--- config.mk ---
export PLATFORM = sky130hd
export DESIGN_NAME = pipe_hazard_ctrl
export DESIGN_NICKNAME = d
export VERILOG_FILES = /design/src/rtl/pipe_hazard_ctrl.sv
export SDC_FILE = /design/constraint.sdc
export NUM_CORES = 1
export LEC_CHECK = 0
export ABC_CLOCK_PERIOD_IN_PS = 3900
export CORE_MARGIN = 2
export CORE_UTILIZATION = 50
export CTS_CLUSTER_SIZE = 20
export DETAILED_ROUTE_END_ITERATION = 10
export PLACE_DENSITY = 0.91
export RECOVER_POWER = 25
export SYNTH_ARGS = -nofsm -noshare
export SYNTH_HDL_FRONTEND = slang
export SYNTH_SLANG_ARGS = --single-unit
--- constraint.sdc ---
create_clock -name clk -period 3.9 [get_ports clk]
set_input_delay 0.585 -clock clk [delete_from_list [all_inputs] [get_ports clk]]
set_output_delay 0.585 -clock clk [all_outputs]
set_load 0.03 [all_outputs]
--- src/rtl/pipe_hazard_ctrl.sv ---
// Pipeline hazard controller: scoreboard of post-decode stages,
// forwarding select, load-use stall, redirect flush and halt drain.
module pipe_hazard_ctrl #(
    parameter int DEPTH          = 3,
    parameter int REG_BITS       = 5,
    parameter int LOAD_READY     = 2,
    parameter int REDIRECT_STAGE = 1,
    parameter int CNT_W          = 32
) (
    input  logic                clk,
    input  logic                reset,
    input  logic                id_valid,
    input  logic [REG_BITS-1:0] id_rs1,
    input  logic [REG_BITS-1:0] id_rs2,
    input  logic [REG_BITS-1:0] id_rd,
    input  logic                id_uses_rs1,
    input  logic                id_uses_rs2,
    input  logic                id_regwrite,
    input  logic                id_memread,
    input  logic                id_halt,
    input  logic                redirect,
    output logic                pc_en,
    output logic                if_id_en,
    output logic                if_id_flush,
    output logic                id_ex_flush,
    output logic [DEPTH-1:0]    flush_mask,
    output logic [DEPTH-1:0]    fwd_a,
    output logic [DEPTH-1:0]    fwd_b,
    output logic                stall,
    output logic                halted,
    output logic [CNT_W-1:0]    stall_cnt,
    output logic [CNT_W-1:0]    flush_cnt
);

    typedef enum logic [1:0] {
        RUN    = 2'd0,
        DRAIN  = 2'd1,
        HALTED = 2'd2
    } state_e;

    typedef struct packed {
        logic                valid;
        logic [REG_BITS-1:0] rd;
        logic                regwrite;
        logic                is_load;
    } sb_entry_t;

    sb_entry_t [DEPTH-1:0] sb_q;
    sb_entry_t [DEPTH-1:0] sb_d;

    state_e state_q;
    state_e state_d;

    logic [CNT_W-1:0] stall_cnt_q;
    logic [CNT_W-1:0] stall_cnt_d;
    logic [CNT_W-1:0] flush_cnt_q;
    logic [CNT_W-1:0] flush_cnt_d;

    logic [DEPTH-1:0] hit_a;
    logic [DEPTH-1:0] hit_b;
    logic [DEPTH-1:0] sel_a;
    logic [DEPTH-1:0] sel_b;
    logic [DEPTH-1:0] load_early;
    logic [DEPTH-1:0] valid_vec;
    logic             haz_a;
    logic             haz_b;
    logic             redir_eff;
    logic             sb_empty;
    logic             issue;
    logic             in_run;

    // Keep only the youngest (lowest-index) producer of a register.
    function automatic logic [DEPTH-1:0] pick_lowest(
        input logic [DEPTH-1:0] v
    );
        logic [DEPTH-1:0] r;
        logic             found;
        r     = '0;
        found = 1'b0;
        for (int k = 0; k < DEPTH; k++) begin
            if (v[k] && !found) begin
                r[k]  = 1'b1;
                found = 1'b1;
            end
        end
        return r;
    endfunction

    assign in_run = (state_q == RUN);

    // A halted core has no speculative work left, so redirect is dropped.
    assign redir_eff = redirect && (state_q != HALTED);

    // Per-entry source matches and loads whose data is not yet available.
    always_comb begin
        hit_a      = '0;
        hit_b      = '0;
        load_early = '0;
        valid_vec  = '0;
        for (int k = 0; k < DEPTH; k++) begin
            valid_vec[k] = sb_q[k].valid;
            hit_a[k] = id_uses_rs1 && sb_q[k].valid
                    && sb_q[k].regwrite
                    && (sb_q[k].rd == id_rs1)
                    && (id_rs1 != '0);
            hit_b[k] = id_uses_rs2 && sb_q[k].valid
                    && sb_q[k].regwrite
                    && (sb_q[k].rd == id_rs2)
                    && (id_rs2 != '0);
            load_early[k] = sb_q[k].is_load && (k < LOAD_READY);
        end
    end

    assign sel_a = pick_lowest(hit_a);
    assign sel_b = pick_lowest(hit_b);

    assign haz_a = |(sel_a & load_early);
    assign haz_b = |(sel_b & load_early);

    // A not-yet-ready load source reads nothing; the stall covers it.
    assign fwd_a = haz_a ? '0 : sel_a;
    assign fwd_b = haz_b ? '0 : sel_b;

    assign stall = id_valid && in_run && !redirect && (haz_a || haz_b);

    assign sb_empty = ~|valid_vec;

    assign issue = id_valid && !stall && !redirect && in_run && !id_halt;

    // Squash the stages younger than the resolving branch.
    always_comb begin
        flush_mask = '0;
        for (int k = 0; k < DEPTH; k++) begin
            flush_mask[k] = redir_eff && (k < REDIRECT_STAGE);
        end
    end

    // Scoreboard shift: older stages always advance, decode fills entry 0.
    always_comb begin
        sb_d = '0;
        if (issue) begin
            sb_d[0].valid    = 1'b1;
            sb_d[0].rd       = id_rd;
            sb_d[0].regwrite = id_regwrite;
            sb_d[0].is_load  = id_memread;
        end
        for (int k = 1; k < DEPTH; k++) begin
            sb_d[k] = sb_q[k-1];
            if (redir_eff && (k <= REDIRECT_STAGE)) begin
                sb_d[k] = '0;
            end
        end
    end

    // Run/drain/halt sequencing; a redirect in drain cancels the halt.
    always_comb begin
        state_d = state_q;
        unique case (state_q)
            RUN: begin
                if (id_valid && id_halt && !stall && !redirect) begin
                    state_d = DRAIN;
                end
            end
            DRAIN: begin
                if (redirect) begin
                    state_d = RUN;
                end else if (sb_empty) begin
                    state_d = HALTED;
                end
            end
            HALTED: begin
                state_d = HALTED;
            end
            default: begin
                state_d = RUN;
            end
        endcase
    end

    // Front-end enables and flushes derived from state, stall, redirect.
    // In drain the PC enable stays low; the redirect target path
    // loads the PC on its own.
    always_comb begin
        pc_en       = 1'b1;
        if_id_en    = 1'b1;
        if_id_flush = 1'b0;
        id_ex_flush = 1'b0;
        halted      = 1'b0;
        unique case (state_q)
            RUN: begin
                if (redirect) begin
                    if_id_flush = 1'b1;
                    id_ex_flush = 1'b1;
                end else if (stall) begin
                    pc_en       = 1'b0;
                    if_id_en    = 1'b0;
                    id_ex_flush = 1'b1;
                end
            end
            DRAIN: begin
                pc_en       = 1'b0;
                if_id_en    = 1'b0;
                id_ex_flush = 1'b1;
                if (redirect) begin
                    if_id_flush = 1'b1;
                end
            end
            HALTED: begin
                pc_en       = 1'b0;
                if_id_en    = 1'b0;
                id_ex_flush = 1'b1;
                halted      = 1'b1;
            end
            default: begin
                pc_en    = 1'b1;
                if_id_en = 1'b1;
            end
        endcase
    end

    // Saturating event counters.
    always_comb begin
        stall_cnt_d = stall_cnt_q;
        flush_cnt_d = flush_cnt_q;
        if (stall && (stall_cnt_q != '1)) begin
            stall_cnt_d = stall_cnt_q + CNT_W'(1);
        end
        if (redir_eff && (flush_cnt_q != '1)) begin
            flush_cnt_d = flush_cnt_q + CNT_W'(1);
        end
    end

    assign stall_cnt = stall_cnt_q;
    assign flush_cnt = flush_cnt_q;

    // State registers with immediate clear on reset.
    always_ff @(posedge clk or posedge reset) begin
        if (reset) begin
            sb_q        <= '0;
            state_q     <= RUN;
            stall_cnt_q <= '0;
            flush_cnt_q <= '0;
        end else begin
            sb_q        <= sb_d;
            state_q     <= state_d;
            stall_cnt_q <= stall_cnt_d;
            flush_cnt_q <= flush_cnt_d;
        end
    end

endmodule
Word level (Yosys, flattened, before mapping)
Index checks and enable logic that the tools add are counted.

storage, ports and cells
  output and inout port bits = 79
  bits in writable memories = 0
  word-level logic and storage cells = 114
  input port bits = 24
  memories = 0
  memory bits (read-only) = 0
  bits in latches = 0
  flip-flop bits (word level) = 89

cells by class
  $lt $le $gt $ge = 0
  div/mod/pow operators = 0
  equal/unequal tests = 13
  muxes and demuxes = 25
  bitwise operators = 2
  reductions and logical operators = 58
  add/subtract/negate cells = 2
  shift operators = 0
  multiply operators = 0

operators with widths
  cell                                                                      count
  32-bit by 1-bit adder with 32-bit output (second input constant)          2
  32-bit inequality test (second input constant)                            2
  1-bit logical AND                                                         41
  5-bit == test                                                             6
  8-bit 2-to-1 mux                                                          2
  1-bit 2-to-1 mux                                                          15
  5-bit nonzero test                                                        2
  3-bit OR reduction                                                        3
  1-bit zero test                                                           7
  3-bit by 2-bit AND with 3-bit output                                      2
  2-bit 2-to-1 mux                                                          3
  3-bit 2-to-1 mux                                                          2
  2-bit case mux with 3 select lines                                        1
  1-bit case mux with 2 select lines                                        2
  2-bit OR reduction                                                        2
  3-bit inequality test (second input constant)                             1
  2-bit by 1-bit == test with 1-bit output (second input constant)          1
  2-bit == test (second input constant)                                     1
  2-bit zero test                                                           1
  2-bit by 1-bit inequality test with 1-bit output (second input constant)  1
  2-bit inequality test (second input constant)                             1
  2-bit AND reduction                                                       1
  1-bit logical OR                                                          1

Longest topological paths before layout
Gate-level depths: netlist (run 1).

  depth after elaboration = 21
  mapped depth = 9
  mapped depth without buffers = 8

Worst setup path after synthesis (run 1)
OpenSTA, ideal clock, no wires.

  path type = input to output
  start point = input id_rs1[4]
  end point = output pc_en
  path buffers = 1
  path slack = 0.605 ns
  stages on the path = 8
  data required time = 3.315 ns
  data arrival time = 2.710 ns
  cell sequence = xor2_1 nor4_1 nand4_1 mux2i_1 o22ai_1 nor2b_1 a21oi_1 buf_4

between the ends
  word-level cells in the longest chain between the ends = 17
  elaborated cells on any way between the ends = 25
  those cells by class = eq/ne (3); mux (7); bitwise (1); reduce/logical (14)

RTL lines
  element                                   line  source
  start: declaration                        13    input logic [REG_BITS-1:0] id_rs1,
  5-bit == test                             104   && (sb_q[k].rd == id_rs1)
  1-bit logical AND                         104
  1-bit logical AND                         105   && (id_rs1 != '0);
  1-bit 2-to-1 mux                          81    if (v[k] && !found) begin
  1-bit zero test                           81
  1-bit logical AND                         81
  1-bit 2-to-1 mux                          81
  1-bit zero test                           81
  1-bit logical AND                         81
  1-bit 2-to-1 mux                          81
  3-bit by 2-bit AND with 3-bit output (*)  117   assign haz_a = |(sel_a & load_early);
  3-bit OR reduction (*)                    117
  1-bit logical OR (*)                      124   assign stall = id_valid && in_run && !redirect && (haz_a || haz_b);
  1-bit logical AND (*)                     124
  via stall                                 29    output logic stall,
  1-bit 2-to-1 mux (*) (2 in series)        n/a
  1-bit case mux with 2 select lines (*)    n/a
  end: declaration                          22    output logic pc_en,

The timed path passes the listed nets; every way through them passes the cells marked *.

Final worst setup path (run 1)
  start point = input id_rs1[4]
  end point = output id_ex_flush

between the ends
  word-level cells in the longest chain between the ends = 17
  elaborated cells on any way between the ends = 25
  those cells by class = eq/ne (3); mux (7); bitwise (1); reduce/logical (14)

RTL lines
  element                                   line  source
  5-bit == test                             104
  1-bit logical AND                         104
  1-bit logical AND                         105
  1-bit 2-to-1 mux                          81
  1-bit zero test                           81
  1-bit logical AND                         81
  1-bit 2-to-1 mux                          81
  1-bit zero test                           81
  1-bit logical AND                         81
  1-bit 2-to-1 mux                          81
  3-bit by 2-bit AND with 3-bit output (*)  117
  3-bit OR reduction (*)                    117
  1-bit logical OR (*)                      124
  1-bit logical AND (*)                     124
  1-bit 2-to-1 mux (*)                      194   end else if (stall) begin
  1-bit 2-to-1 mux (*)                      191   if (redirect) begin
  1-bit case mux with 2 select lines (*)    189   unique case (state_q)
  end: declaration                          25    output logic id_ex_flush,

Mark *: on every way between the ends. The rest lies on a longest branch, timed or not.

==> results.md, run 1 <==
- Status: finished with violations
- Violated checks: max-capacitance violations, max-slew violations
- Hold wc startpoint: sb_d[17]$_DFF_PP0_
- # setup viols final: 0
- DP Area: 5630 um2
- Worst slew pin tran: 2.34 ns
- Maximum vdd drop: 0.000428 V
- Reg clk slew, reported paths: 0.08 ns
- Vias in the first global route: 3495
- Period utilization: 0.950
- CTS Sinks: 89
- Required @ worst endpoint: 3.31 ns
- Detail Placement HPWL: 7.77 mm
- Achievable Freq: 270 MHz
- Slowest cell on crit path: clkdlybuf4s50_1
- # IOs: 103
- Fin. Hold Viols: 0
- Synth top area cells: dfrtp_1, xor2_1, xnor2_1, nand3_1, nor3_1
- Rows: 34
- Cell chain of the critical path: clkdlybuf4s50_1 -> xor2_1 -> nor4_1 -> nand4_1 -> mux2i_1 -> o22ai_1 -> a211oi_1 -> nor3_1 -> buf_12
- M2 GR Usage: 0.358
- Design area: 5800 um2
- Crit path time final: 3.70 ns
- Top Usage Layer GRT: met2
- Clk_skew: 0.0133 ns
- Area of the core: 8720 um2
- Layout Nets: 568
- Residual DRC count: 0
- Total Routed Length: 10.4 mm
- GPL Wtd Cong: 0.871
- Final Max Tran Viols: 65
- Synthesized area: 4500 um2
- Ratio of cells with drive above 1 in the final layout: 0.0594
- Grt total ovfl: 0
- First-pass GRT wire length: 17.4 mm
- Met3 GRT Util: 0.0603
- CTS tree: done
- R2R setup slack: 1.24 ns
- Largest fanout on the critical path: 5
- Initial Util: 0.516
- CTS Hold Bufs: 0
- Max_cap viols: 1
- Setup repair bufs after CTS: 0
- Synth Register Bits: 89
- Seq/Total Area, Yosys: 0.495
- CP arrival: 3.12 ns
- Max-slew headroom: -0.563
- GR Util met1: 0.299
- Routed vias/inst: 5.45
- Mean Syn Cell Area: 10.4 um2
- Pwr Density: 433 nW/um2
- Pin count of the biggest net entering global routing: 65
- Most common cell in the synthesized netlist: dfrtp_1
- Distinct cell type count after synthesis: 47
- Clk buf depth: 2
- Primary FF master, synth: dfrtp_1
- Input/output buffers: 100
- Unrepaired setup endpoints after global routing: no
- CP Launch Type: input pin
- Max incr delay on CP: 0.50 ns
- Critical Path Sink Type: output pin
- Setup TNS: 0 ns
- GRT Resource Usage Total: 0.221
- WL per Instance: 16.1 um
- Post-synth top area share: 0.495
- Resize count post-CTS: 0
- Ys Warns: 0
- Top cells by count, synth: dfrtp_1, xor2_1, xnor2_1
- Cell taking the most area after synthesis: dfrtp_1
- Post-DRT Antenna Nets: 0
- Total Die Area: 9770 um2
- Layout filler cell count: 661
- Root Buffer: clkbuf_8
- Worst r2r src: state_q[0]$_DFFE_PP0P_
- Area grow syn2layout: 29.0%
- Antenna diodes: 0
- Crit path launch: id_rs1[4]
- Post-Place Setup Slack: 0.208 ns
- Cts bufs inserted: 9
- Clock latency at the later pin of the worst-skew pair: 0.35 ns
- Mapped Cells: 433
- Initial antenna violation count: 0
- Vias: 3528
- Leak Pwr: 0.00265 uW
- Die width: 98.8 um
- DR pass1 iterations: 4
- Worst hold-check path type: reg2reg
- Critical path class: in2out
- Worst setup margin: 0.197 ns
- Share of flip-flops with an asynchronous set or reset: 1.00
- Die Ht: 98.8 um
- Hold Slack: 0.373 ns
- Post-synth EDFFs: 0
- Starting DRT DRC Count: 194
- CTS H-tree depth: 3
-- critical path, delay by kind of cell --
family                 cells  cell delay (ns)
AO/OA/AOI/OAI              2             0.58
AND/OR/NAND/NOR            3             0.90
buffers and inverters      2             0.67
multiplexers               1             0.17
XOR/XNOR                   1             0.20
-- worst paths after layout --
kind | endpoint | depth (start not counted)
min reg2reg | sb_q[17]$_DFF_PP0_ | 0
max in group asynchronous | flush_cnt[4]$_DFFE_PP0P_ | 2
max reg2reg | flush_cnt[28]$_DFFE_PP0P_ | 8
min | sb_q[17]$_DFF_PP0_ | 0
max | id_ex_flush | 9
min in group asynchronous | stall_cnt[12]$_DFFE_PP0P_ | 2
-- final cells by class --
class	count	area [um2]	area share
sequential	89	2230	0.384
multi-input combinational	319	2140	0.369
inverter	14	52.6	0.00906
clock inverter	4	47.5	0.00820
tap	108	135	0.0233
clock buffer	9	124	0.0214
timing repair buffer	104	1070	0.185
-- power breakdown --
group          switching, uW  internal (uW)  total (uW)
registers                101            998        1100
logic                    451            368         820
clock network            308            284         592
-- routing by layer --
layer  vias to the layer above  routed length [um]
met3                         8                 693
met2                       114                5050
met5                         -                   0
li1                       1689                   -
met1                      1717                4590
met4                         0                  88
-- cell usage in the layout, fill, tap and decap left out, types with 17 or more instances in the layout --
cell             count
nand2_1             28
nor3_1              28
nand3_1             28
and2_1              17
dfrtp_1             89
nor2_1              30
xnor2_1             31
nand4_1             18
xor2_1              61
clkdlybuf4s50_1     95
-- per-stage QoR --
step,power (uW),util,cells
floorplan,1570,-,434
global route,2640,0.665,647
global placement,1920,0.645,634
finish,2510,0.665,647
detailed placement,1940,0.645,634
CTS,2530,0.665,647
-- state kept, by name, indices dropped and copies added (netlist names) --
register    flops
state_q         2
load_early      2
stall_cnt      32
sb_d            7
sb_q           14
flush_cnt      32
-- logic make-up (layout without fill, tap and decap cells) --
family          count (synthesis)  in the layout  synth area share
xor+xnor                       92             92             0.179
flops                          89             89             0.495
buf+inv                        26            131            0.0292
other cells                     1              2          0.000834
fa+ha+maj                       7              7            0.0195
mux                             5              5            0.0120
compound gates                 15             15            0.0234
simple gates                  198            198             0.241
Note: power is estimated with default switching activity, not from simulation.
==> run 2: changes to the inputs <==
--- a/config.mk
+++ b/config.mk
@@ -5,12 +5,13 @@
 export SDC_FILE = /design/constraint.sdc
 export NUM_CORES = 1
 export LEC_CHECK = 0
+export ABC_AREA = 1
 export ABC_CLOCK_PERIOD_IN_PS = 3900
 export CORE_MARGIN = 2
-export CORE_UTILIZATION = 50
+export CORE_UTILIZATION = 51
 export CTS_CLUSTER_SIZE = 20
 export DETAILED_ROUTE_END_ITERATION = 10
-export PLACE_DENSITY = 0.91
+export PLACE_DENSITY = 0.9
 export RECOVER_POWER = 25
 export SYNTH_ARGS = -nofsm -noshare
 export SYNTH_HDL_FRONTEND = slang
==> run 2 against run 1 <==
  * The flow still finishes with violations (max-capacitance violations, max-slew violations)
  * Global-route usage rose by 3.6 points
  * Non-clock buffer count fell by 1
  * Final cell count rose by 48%
  * Register-to-register slack improved by 0.12 ns
  * Largest cell class is now multi-input combinational cells
==> results.md, run 2 <==
- WL per Instance: 14.4 um
- Worst hold-check path type: reg2reg
- Reg clk slew, reported paths: 0.09 ns
- Root Buffer: clkbuf_8
- Setup TNS: 0 ns
- Clk buf depth: 2
- Fin. Hold Viols: 0
- GRT Resource Usage Total: 0.257
- Synth top area cells: dfrtp_1, nand2_1, xor2_1, nor2_1, inv_1
- Distinct cell type count after synthesis: 37
- # IOs: 103
- M2 GR Usage: 0.435
- CP Launch Type: input pin
- Antenna diodes: 0
- Clock latency at the later pin of the worst-skew pair: 0.35 ns
- Vias: 4997
- Initial antenna violation count: 0
- Cell taking the most area after synthesis: dfrtp_1
- Rows: 37
- Maximum vdd drop: 0.000198 V
- Clk_skew: 0.0105 ns
- GR Util met1: 0.337
- Max_cap viols: 1
- Post-synth top area share: 0.415
- Critical path class: in2out
- Post-synth EDFFs: 0
- Pwr Density: 353 nW/um2
- Residual DRC count: 0
- Mean Syn Cell Area: 7.51 um2
- Ratio of cells with drive above 1 in the final layout: 0.0742
- Met3 GRT Util: 0.0509
- # setup viols final: 0
- Seq/Total Area, Yosys: 0.415
- Critical Path Sink Type: output pin
- Detail Placement HPWL: 10.6 mm
- Vias in the first global route: 4882
- Most frequent cells in the layout: nand2_1, clkdlybuf4s50_1, dfrtp_1, nor2_1, inv_1
- Pin count of the biggest net entering global routing: 58
- Commonest non-fill, non-tap cell in the layout: nand2_1
- Final Max Tran Viols: 58
- CTS Sinks: 89
- Largest fanout on the critical path: 5
- Leak Pwr: 0.00316 uW
- Post-DRT Antenna Nets: 0
- CTS H-tree depth: 3
- Status: finished with violations
- Layout Nets: 848
- Area of the core: 10300 um2
- Cts bufs inserted: 9
- Violated checks: max-capacitance violations, max-slew violations
- Max-slew headroom: -0.706
- Most common cell in the synthesized netlist: nand2_1
- Share of flip-flops with an asynchronous set or reset: 1.00
- Worst slew pin tran: 2.54 ns
- Top Usage Layer GRT: met2
- Layout filler cell count: 894
- Die width: 107 um
- CTS Hold Bufs: 0
- Top cells by count, synth: nand2_1, dfrtp_1, nor2_1
- Resize count post-CTS: 0
- Die Ht: 107 um
- Routed vias/inst: 5.22
- Required @ worst endpoint: 3.31 ns
- Input/output buffers: 100
- Starting DRT DRC Count: 241
- Area grow syn2layout: 24.2%
- Unrepaired setup endpoints after global routing: no
- Achievable Freq: 281 MHz
- Synth Register Bits: 89
- CTS tree: done
- CP arrival: 2.98 ns
- Primary FF master, synth: dfrtp_1
- Period utilization: 0.914
- GPL Wtd Cong: 0.926
- Setup repair bufs after CTS: 0
- Grt total ovfl: 0
- Synthesized area: 5360 um2
- Crit path time final: 3.56 ns
- DR pass1 iterations: 5
- Total Routed Length: 13.8 mm
- Mapped Cells: 714
- Ys Warns: 0
- Utilization after layout: 0.648
- Total Die Area: 11400 um2
- First-pass GRT wire length: 23.3 mm
- Initial Util: 0.522
[run 2: worst max-delay path, cell delays in order]
cell and delay (ns):
clkdlybuf4s50_1 0.52, inv_2 0.08, nand2_1 0.06, nand2_1 0.05, nor2_1 0.11, nand2_1 0.06
nor2_1 0.19, nand4_1 0.13, nand2_2 0.13, o21ai_4 0.08, nand2_1 0.06, nand2_1 0.09
a21oi_1 0.14, clkdlybuf4s50_1 0.68
[run 2: where the power goes]
group | total (uW) | switching (uW) | internal, uW
Clock | 672 | 338 | 335
Combinational | 626 | 388 | 238
Sequential | 1050 | 72.8 | 980
Total | 2350 | 799 | 1550
[run 2: area by class of cell]
class | count | area (um2) | area share
clock buffer | 11 | 151 | 0.0227
clock inverter | 5 | 62.6 | 0.00939
inverter | 85 | 325 | 0.0488
multi-input combinational | 529 | 2700 | 0.406
sequential | 89 | 2230 | 0.334
tap | 136 | 170 | 0.0255
timing repair buffer | 103 | 1020 | 0.154
[run 2: worst paths after layout]
kind                       slack (ns)  cells after the start                    from                   endpoint
setup / recovery                 0.34                     14               id_rs1[2]                id_ex_flush
hold / removal                   0.40                      0      sb_d[17]$_DFF_PP0_         sb_q[17]$_DFF_PP0_
setup reg to reg                 1.36                      8  state_q[0]$_DFFE_PP0P_  flush_cnt[26]$_DFFE_PP0P_
hold reg to reg                  0.40                      0      sb_d[17]$_DFF_PP0_         sb_q[17]$_DFF_PP0_
max in group asynchronous        1.35                      3                   reset         sb_d[23]$_DFF_PP0_
min in group asynchronous        1.38                      2                   reset   flush_cnt[0]$_DFFE_PP0P_
[run 2: through the flow]
| stage | std cells | total power [uW] | hold slack (ns) | setup slack [ns] | area (um2) |
|---|---|---|---|---|---|
| after global placement | 942 | 1680 | 0.359 | 0.388 | 6450 |
| after CTS | 958 | 2370 | 0.391 | 0.342 | 6670 |
| after global routing | 958 | 2470 | 0.402 | 0.134 | 6660 |
| after floorplan | 715 | 1460 | 0.354 | 1.01 | 5370 |
| after detailed placement | 942 | 1700 | 0.366 | 0.348 | 6450 |
| final | 958 | 2350 | 0.396 | 0.335 | 6660 |
[run 2: kinds of logic after synthesis]
logic type      Yosys count  synth area share
simple gates            428             0.349
flops                    89             0.415
fa+ha+maj                 7            0.0163
compound gates           29            0.0345
xor+xnor                 63             0.103
buf+inv                  97            0.0809
other cells               1          0.000699
[run 2: per-layer routing]
metal,share of wire,up-vias
met2,0.48,180
met3,0.060,29
met5,0,-
met1,0.44,2333
met4,0.022,0
li1,-,2455
==> patch 1: new RTL, settings of run 2 <==
Encoding of `state_e`: now one-hot (3 bits for 3 states).
--- a/src/rtl/pipe_hazard_ctrl.sv
+++ b/src/rtl/pipe_hazard_ctrl.sv
@@ -32,10 +32,10 @@
     output logic [CNT_W-1:0]    flush_cnt
 );
 
-    typedef enum logic [1:0] {
-        RUN    = 2'd0,
-        DRAIN  = 2'd1,
-        HALTED = 2'd2
+    typedef enum logic [2:0] {
+        RUN    = 3'b001,
+        DRAIN  = 3'b010,
+        HALTED = 3'b100
     } state_e;
 
     typedef struct packed {
Check against the original RTL: same outputs for any inputs over 10 cycles, from zero or initial values and one cycle with reset high; not proved beyond that.
==> patch 1 against run 2 <==
The flow still finishes with violations (max-capacitance violations, max-slew violations); fmax grew 4.7%; synthesized cell count up 8.3%; combinational power is 8.1% higher; power grew 0.71%; sequential cell count increased by 1; largest power group unchanged; critical path type unchanged; synthesized area increased by 4.8%; critical endpoint is now if_id_en; via count is 7.7% higher; final area rose by 3.2%; routed wire length up 3.7%; clock skew decreased by 0.0029 ns; core utilization decreased by 1.1 points; worst setup slack improved by 0.16 ns; sequential power up 6%.
==> patch 1: results (changes against run 2) <==
* Status: finished, violations left (unchanged)
* Failing checks: max-capacitance violations, max-slew violations (unchanged)
* Dpl hpwl at 10600 um (about the same)
* Overall routed net length at 14300 um (was 13800 um)
* Worst relative slew slack at -25.0% (was -70.6%)
* Post-CTS Resized at 0 (unchanged)
* Vias per cell at 5.30 (was 5.22)
* Largest net degree at the start of global routing at 43 (was 58)
* DP Area at 0.00670 mm^2 (was 0.00645 mm^2)
* Tot GR Track Use at 25.4% (was 25.7%)
* Max VDD drop at 383 uV (was 198 uV)
* Worst Hold Class: reg -> reg (unchanged)
* Unique masters post-synth at 39 (was 37)
* GR met2 Demand/Resource at 40.3% (was 43.5%)
* Post-synthesis compound-gate area fraction at 3.61% (was 3.45%)
* Gp weighted congestion at 0.930 (was 0.926)
* Share of layout cells above drive strength 1 at 7.42% (about the same)
* Worst slack, placed at 0.525 ns (was 0.348 ns)
* Worst EP arrival at 2.82 ns (was 2.98 ns)
* Sequential fraction of the synthesis area at 40.1% (was 41.5%)
* IO Port Bufs at 100 (unchanged)
* Most frequent cells after synthesis: 246 x nand2_1, 89 x dfrtp_1, 87 x nor2_1 (was 236 x nand2_1, 89 x dfrtp_1, 81 x nor2_1)
* Root Driver: clkbuf_8 (unchanged)
* Total of max-cap violations at 1 (unchanged)
* DP Cell Count at 1000 (was 942)
* Adder-cell share of the synthesized area at 0.445% (was 1.63%)
* Initial DRC Count at 543 (was 241)
* Routing usage on met1 at 36.2% (was 33.7%)
* Clock transition at the registers of the reported paths at 0.09 ns (about the same)
* Syn Area/Cell at 7.27 um^2 (was 7.51 um^2)
* NumNets Final at 897 (was 848)
* Peak fanout along the critical path at 4 (was 5)
* Vias in the first global route at 4992 (was 4882)
* Global-route track usage on met3 at 3.65% (was 5.09%)
* Worst-Skew Late Latency at roughly 0.36 ns
* Count leader, synth: nand2_1 (unchanged)
* First-pass GRT wire length at 23900 um (was 23300 um)
* Area contributors post-synth: dfrtp_1 40%, nand2_1 16%, xor2_1 6.2% (was dfrtp_1 42%, nand2_1 17%, xor2_1 7.0%)
* Remaining Overflow, GRT at 0 (unchanged)
* Post-synthesis mux area share at 0% (unchanged)
* Ant. Diodes at 0 (unchanged)
* Fin Clk Skew at 0.00761 ns (was 0.0105 ns)
* Cts bufs inserted at 9 (unchanged)
* CTS Buffer Depth at 2 (unchanged)
* Synth Area in XOR/XNOR at 9.04% (was 10.3%)
* Static leakage at 3.28 nW (was 3.16 nW)
* H-tree depth at 3 (unchanged)
* Synth warnings at 0 (unchanged)
* Fillcell total at 932 (was 894)
* Max Slew Vio Count at 43 (was 58)
* DRT Pass-1 Iters at 4 (was 5)
* DR WL/cell at 14.1 um (was 14.4 um)
[patch 1: where the power goes]
part,internal [mW],switching (mW)
logic,0.253,0.423
clock network,0.253,0.333
registers,1.01,0.0955
[patch 1: cell type report]
| type | count | area, um^2 | area share (%) |
|---|---|---|---|
| multi-input combinational | 569 | 2870 | 41.7 |
| sequential | 90 | 2250 | 32.8 |
| timing repair buffer | 106 | 1040 | 15.1 |
| inverter | 95 | 358 | 5.20 |
| tap | 140 | 175 | 2.55 |
| clock buffer | 11 | 141 | 2.06 |
| clock inverter | 5 | 37.5 | 0.546 |
[patch 1: critical path, stage by stage]
cell and delay, ns:
clkdlybuf4s50_1 0.58, inv_2 0.08, nand2_1 0.06, nand2_1 0.05, nor2_1 0.10, nand3_1 0.13
nand4_1 0.14, nand2_2 0.07, inv_2 0.08, nand2_4 0.04, nand2_1 0.09, nand2_1 0.06
nand2_1 0.08, clkdlybuf4s50_1 0.67
[patch 1: path summary, 6_finish.rpt]
kind / start / end / slack (ns) / cells after the start
max: id_rs2[3] / if_id_en / 0.49 / 14
min in group asynchronous: reset / flush_cnt[8] / 1.14 / 2
max reg2reg: state_q[0] / flush_cnt[22] / 1.26 / 8
min reg2reg: sb_d[17] / sb_q[17] / 0.38 / 0
max in group asynchronous: reset / stall_cnt[9] / 1.33 / 3
min: sb_d[17] / sb_q[17] / 0.38 / 0
[patch 1: layer usage]
metal,wire length [um],part of all wire (%)
met2,6600,46
met5,0,0
met4,261,1.8
met3,895,6.2
met1,6590,46
==> patch 2: new RTL, config.mk and constraints of run 2 <==
Made on the original files. Set the parameter `REG_BITS` to 10 (it was 5).
--- a/src/rtl/pipe_hazard_ctrl.sv
+++ b/src/rtl/pipe_hazard_ctrl.sv
@@ -2,7 +2,7 @@
 // forwarding select, load-use stall, redirect flush and halt drain.
 module pipe_hazard_ctrl #(
     parameter int DEPTH          = 3,
-    parameter int REG_BITS       = 5,
+    parameter int REG_BITS       = 10,
     parameter int LOAD_READY     = 2,
     parameter int REDIRECT_STAGE = 1,
     parameter int CNT_W          = 32
Ports: changed (resized id_rd, id_rs1 and id_rs2); port bits go from 103 to 118. The function was not compared with the original's and may differ.
==> patch 2 against run 2 <==
The flow still finishes with violations (max-capacitance violations, max-slew violations); sequential cell count is 15 higher; worst setup slack worse by 0.048 ns; routed wire length is 21% higher; final cell count is 20% higher; final area is 20% higher; power is 15% higher; synthesized area is 20% higher; critical path type unchanged.
==> patch 2: results (changes against run 2) <==
* Status: finished, violations left (unchanged)
* Failing checks: max-capacitance violations, max-slew violations (unchanged)
* Final Hold Viols at 0 (unchanged)
* Critical Path Max Stage Delay at 0.76 ns (was 0.68 ns)
* Static leakage at 3.65 nW (was 3.16 nW)
* Share of layout cells above drive strength 1 at 6.78% (was 7.42%)
* Wl on met1 at 7240 um (was 6030 um)
* Synth warnings at 0 (unchanged)
* Fin Clk Skew at 0.0103 ns (was 0.0105 ns)
* Vias in the first global route at 5553 (was 4882)
* NumNets Final at 1015 (was 848)
* Met2 wire length at 7980 um (was 6670 um)
* Worst Hold Class: reg -> reg (unchanged)
* Dpl hpwl at 12900 um (was 10600 um)
* CP Launch Point: id_rs1[1] (was id_rs1[2])
* Total of max-cap violations at 1 (unchanged)
* Sequential fraction of the synthesis area at 40.4% (was 41.5%)
* Least-Margin Pin Slew at 2.04 ns (was 2.54 ns)
* Worst EP arrival at 3.03 ns (was 2.98 ns)
* Largest net degree at the start of global routing at 64 (was 58)
* H-tree depth at 3 (unchanged)
* Hold Buf Count CTS at 0 (unchanged)
* Critical path's slowest cell: clkdlybuf4s50_1 (unchanged)
* Worst-Skew Late Latency at 0.35 ns (about the same)
* IO Port Bufs at 115 (was 100)
* Routing usage on met1 at 33.6% (was 33.7%)
* Met3 Routed Length at 942 um (was 828 um)
* Flop-to-flop setup slack at 0.80 ns (was 1.36 ns)
* Root Driver: clkbuf_16 (was clkbuf_8)
* Min-delay src: sb_d[27] (was sb_d[17])
* Initial DRC Count at 406 (was 241)
* Initial antenna violation count at 0 (unchanged)
* Peak fanout along the critical path at 5 (unchanged)
* Most frequent cells after synthesis: 227 x nand2_1, 129 x nor2_1, 119 x inv_1 (was 236 x nand2_1, 89 x dfrtp_1, 81 x nor2_1)
* Post-CTS Resized at 0 (unchanged)
* Post-CTS Setup Inserts at 0 (unchanged)
* Max VDD drop at 318 uV (was 198 uV)
* First-pass GRT wire length at 26900 um (was 23300 um)
* Worst hold stages at 0 (unchanged)
* Setup crit end: fwd_a[2] (was id_ex_flush)
* Hold endpoint: sb_q[27] (was sb_q[17])
* R2R Path End: flush_cnt[30] (was flush_cnt[26])
* R2R cell count at 9 (was 8)
* Max Slew Vio Count at 46 (was 58)
* Ant. Diodes at 0 (unchanged)
* Cts bufs inserted at 9 (unchanged)
* Area contributors post-synth: dfrtp_1 40%, nand2_1 13%, nor2_1 7.5% (was dfrtp_1 42%, nand2_1 17%, xor2_1 7.0%)
* GR met2 Demand/Resource at 41.8% (was 43.5%)
* Via Count at 5932 (was 4997)
* DR top layer: met4 (unchanged)
* DR WL/cell at 14.6 um (was 14.4 um)
* Clock transition at the registers of the reported paths at 0.06 ns (was 0.09 ns)
* Fin Setup TNS at 0 ns (unchanged)
* Hold slack at 0.430 ns (was 0.396 ns)
* Gp weighted congestion at 0.951 (was 0.926)
* Tot GR Track Use at 25.4% (was 25.7%)
* Global-route track usage on met3 at 3.53% (was 5.09%)
* Unique masters post-synth at 38 (was 37)
==> patch 2: cell types whose count changed in the layout (fill, tap and decap cells not counted), sizes merged, moves of 15 or more <==
| cell | delta |
|---|---|
| nor2 | +42 |
| inv | +39 |
| xnor2 | +21 |
| nand2 | -18 |
| o21ai | +18 |
| dfrtp | +15 |
==> patch 2: through the flow <==
stage / area, um^2 / instances / power (mW) / worst slack [ns]
floorplan: 6440 / 854 / 1.63 / 0.583
global placement: 7720 / 1130 / 1.87 / 0.0971
detailed placement: 7720 / 1130 / 1.88 / 0.0882
CTS: 7990 / 1145 / 2.74 / 0.0842
global route: 8010 / 1145 / 2.83 / 0.112
finish: 8010 / 1145 / 2.71 / 0.287
==> patch 2: layout make-up <==
class                      instances  area (um^2)
clock buffer                      12          256
multi-input combinational        612         3260
tap                              172          215
timing repair buffer             117         1190
fill                            1100         4460
clock inverter                     3         17.5
sequential                       104         2600
inverter                         125          470
==> patch 2: cells by family (layout without fill, tap and decap cells) <==
kind of cell / after synthesis / count (layout) / synth area share, %
AND/OR/NAND/NOR: 469 / 469 / 31.7
buffers and inverters: 138 / 257 / 9.17
adder cells (fa/ha/maj): 7 / 7 / 1.36
AO/OA/AOI/OAI: 50 / 50 / 5.85
flip-flops: 104 / 104 / 40.4
other: 1 / 2 / 0.0582
XOR/XNOR: 84 / 84 / 11.4
==> patch 2: report_power, final <==
part	leakage (nW)	switching [mW]	internal [mW]	total (mW)
Combinational	2.08	0.401	0.252	0.654
Sequential	1.44	0.0712	1.14	1.21
Clock	0.134	0.392	0.463	0.854
Total	3.65	0.864	1.85	2.71
==> patch 2: critical path: cells and delay by family <==
family                 cells  cell delay (ns)
AOI/OAI and AO/OA          1             0.23
buffers and inverters      3             1.40
and+or+nand+nor            3             0.80
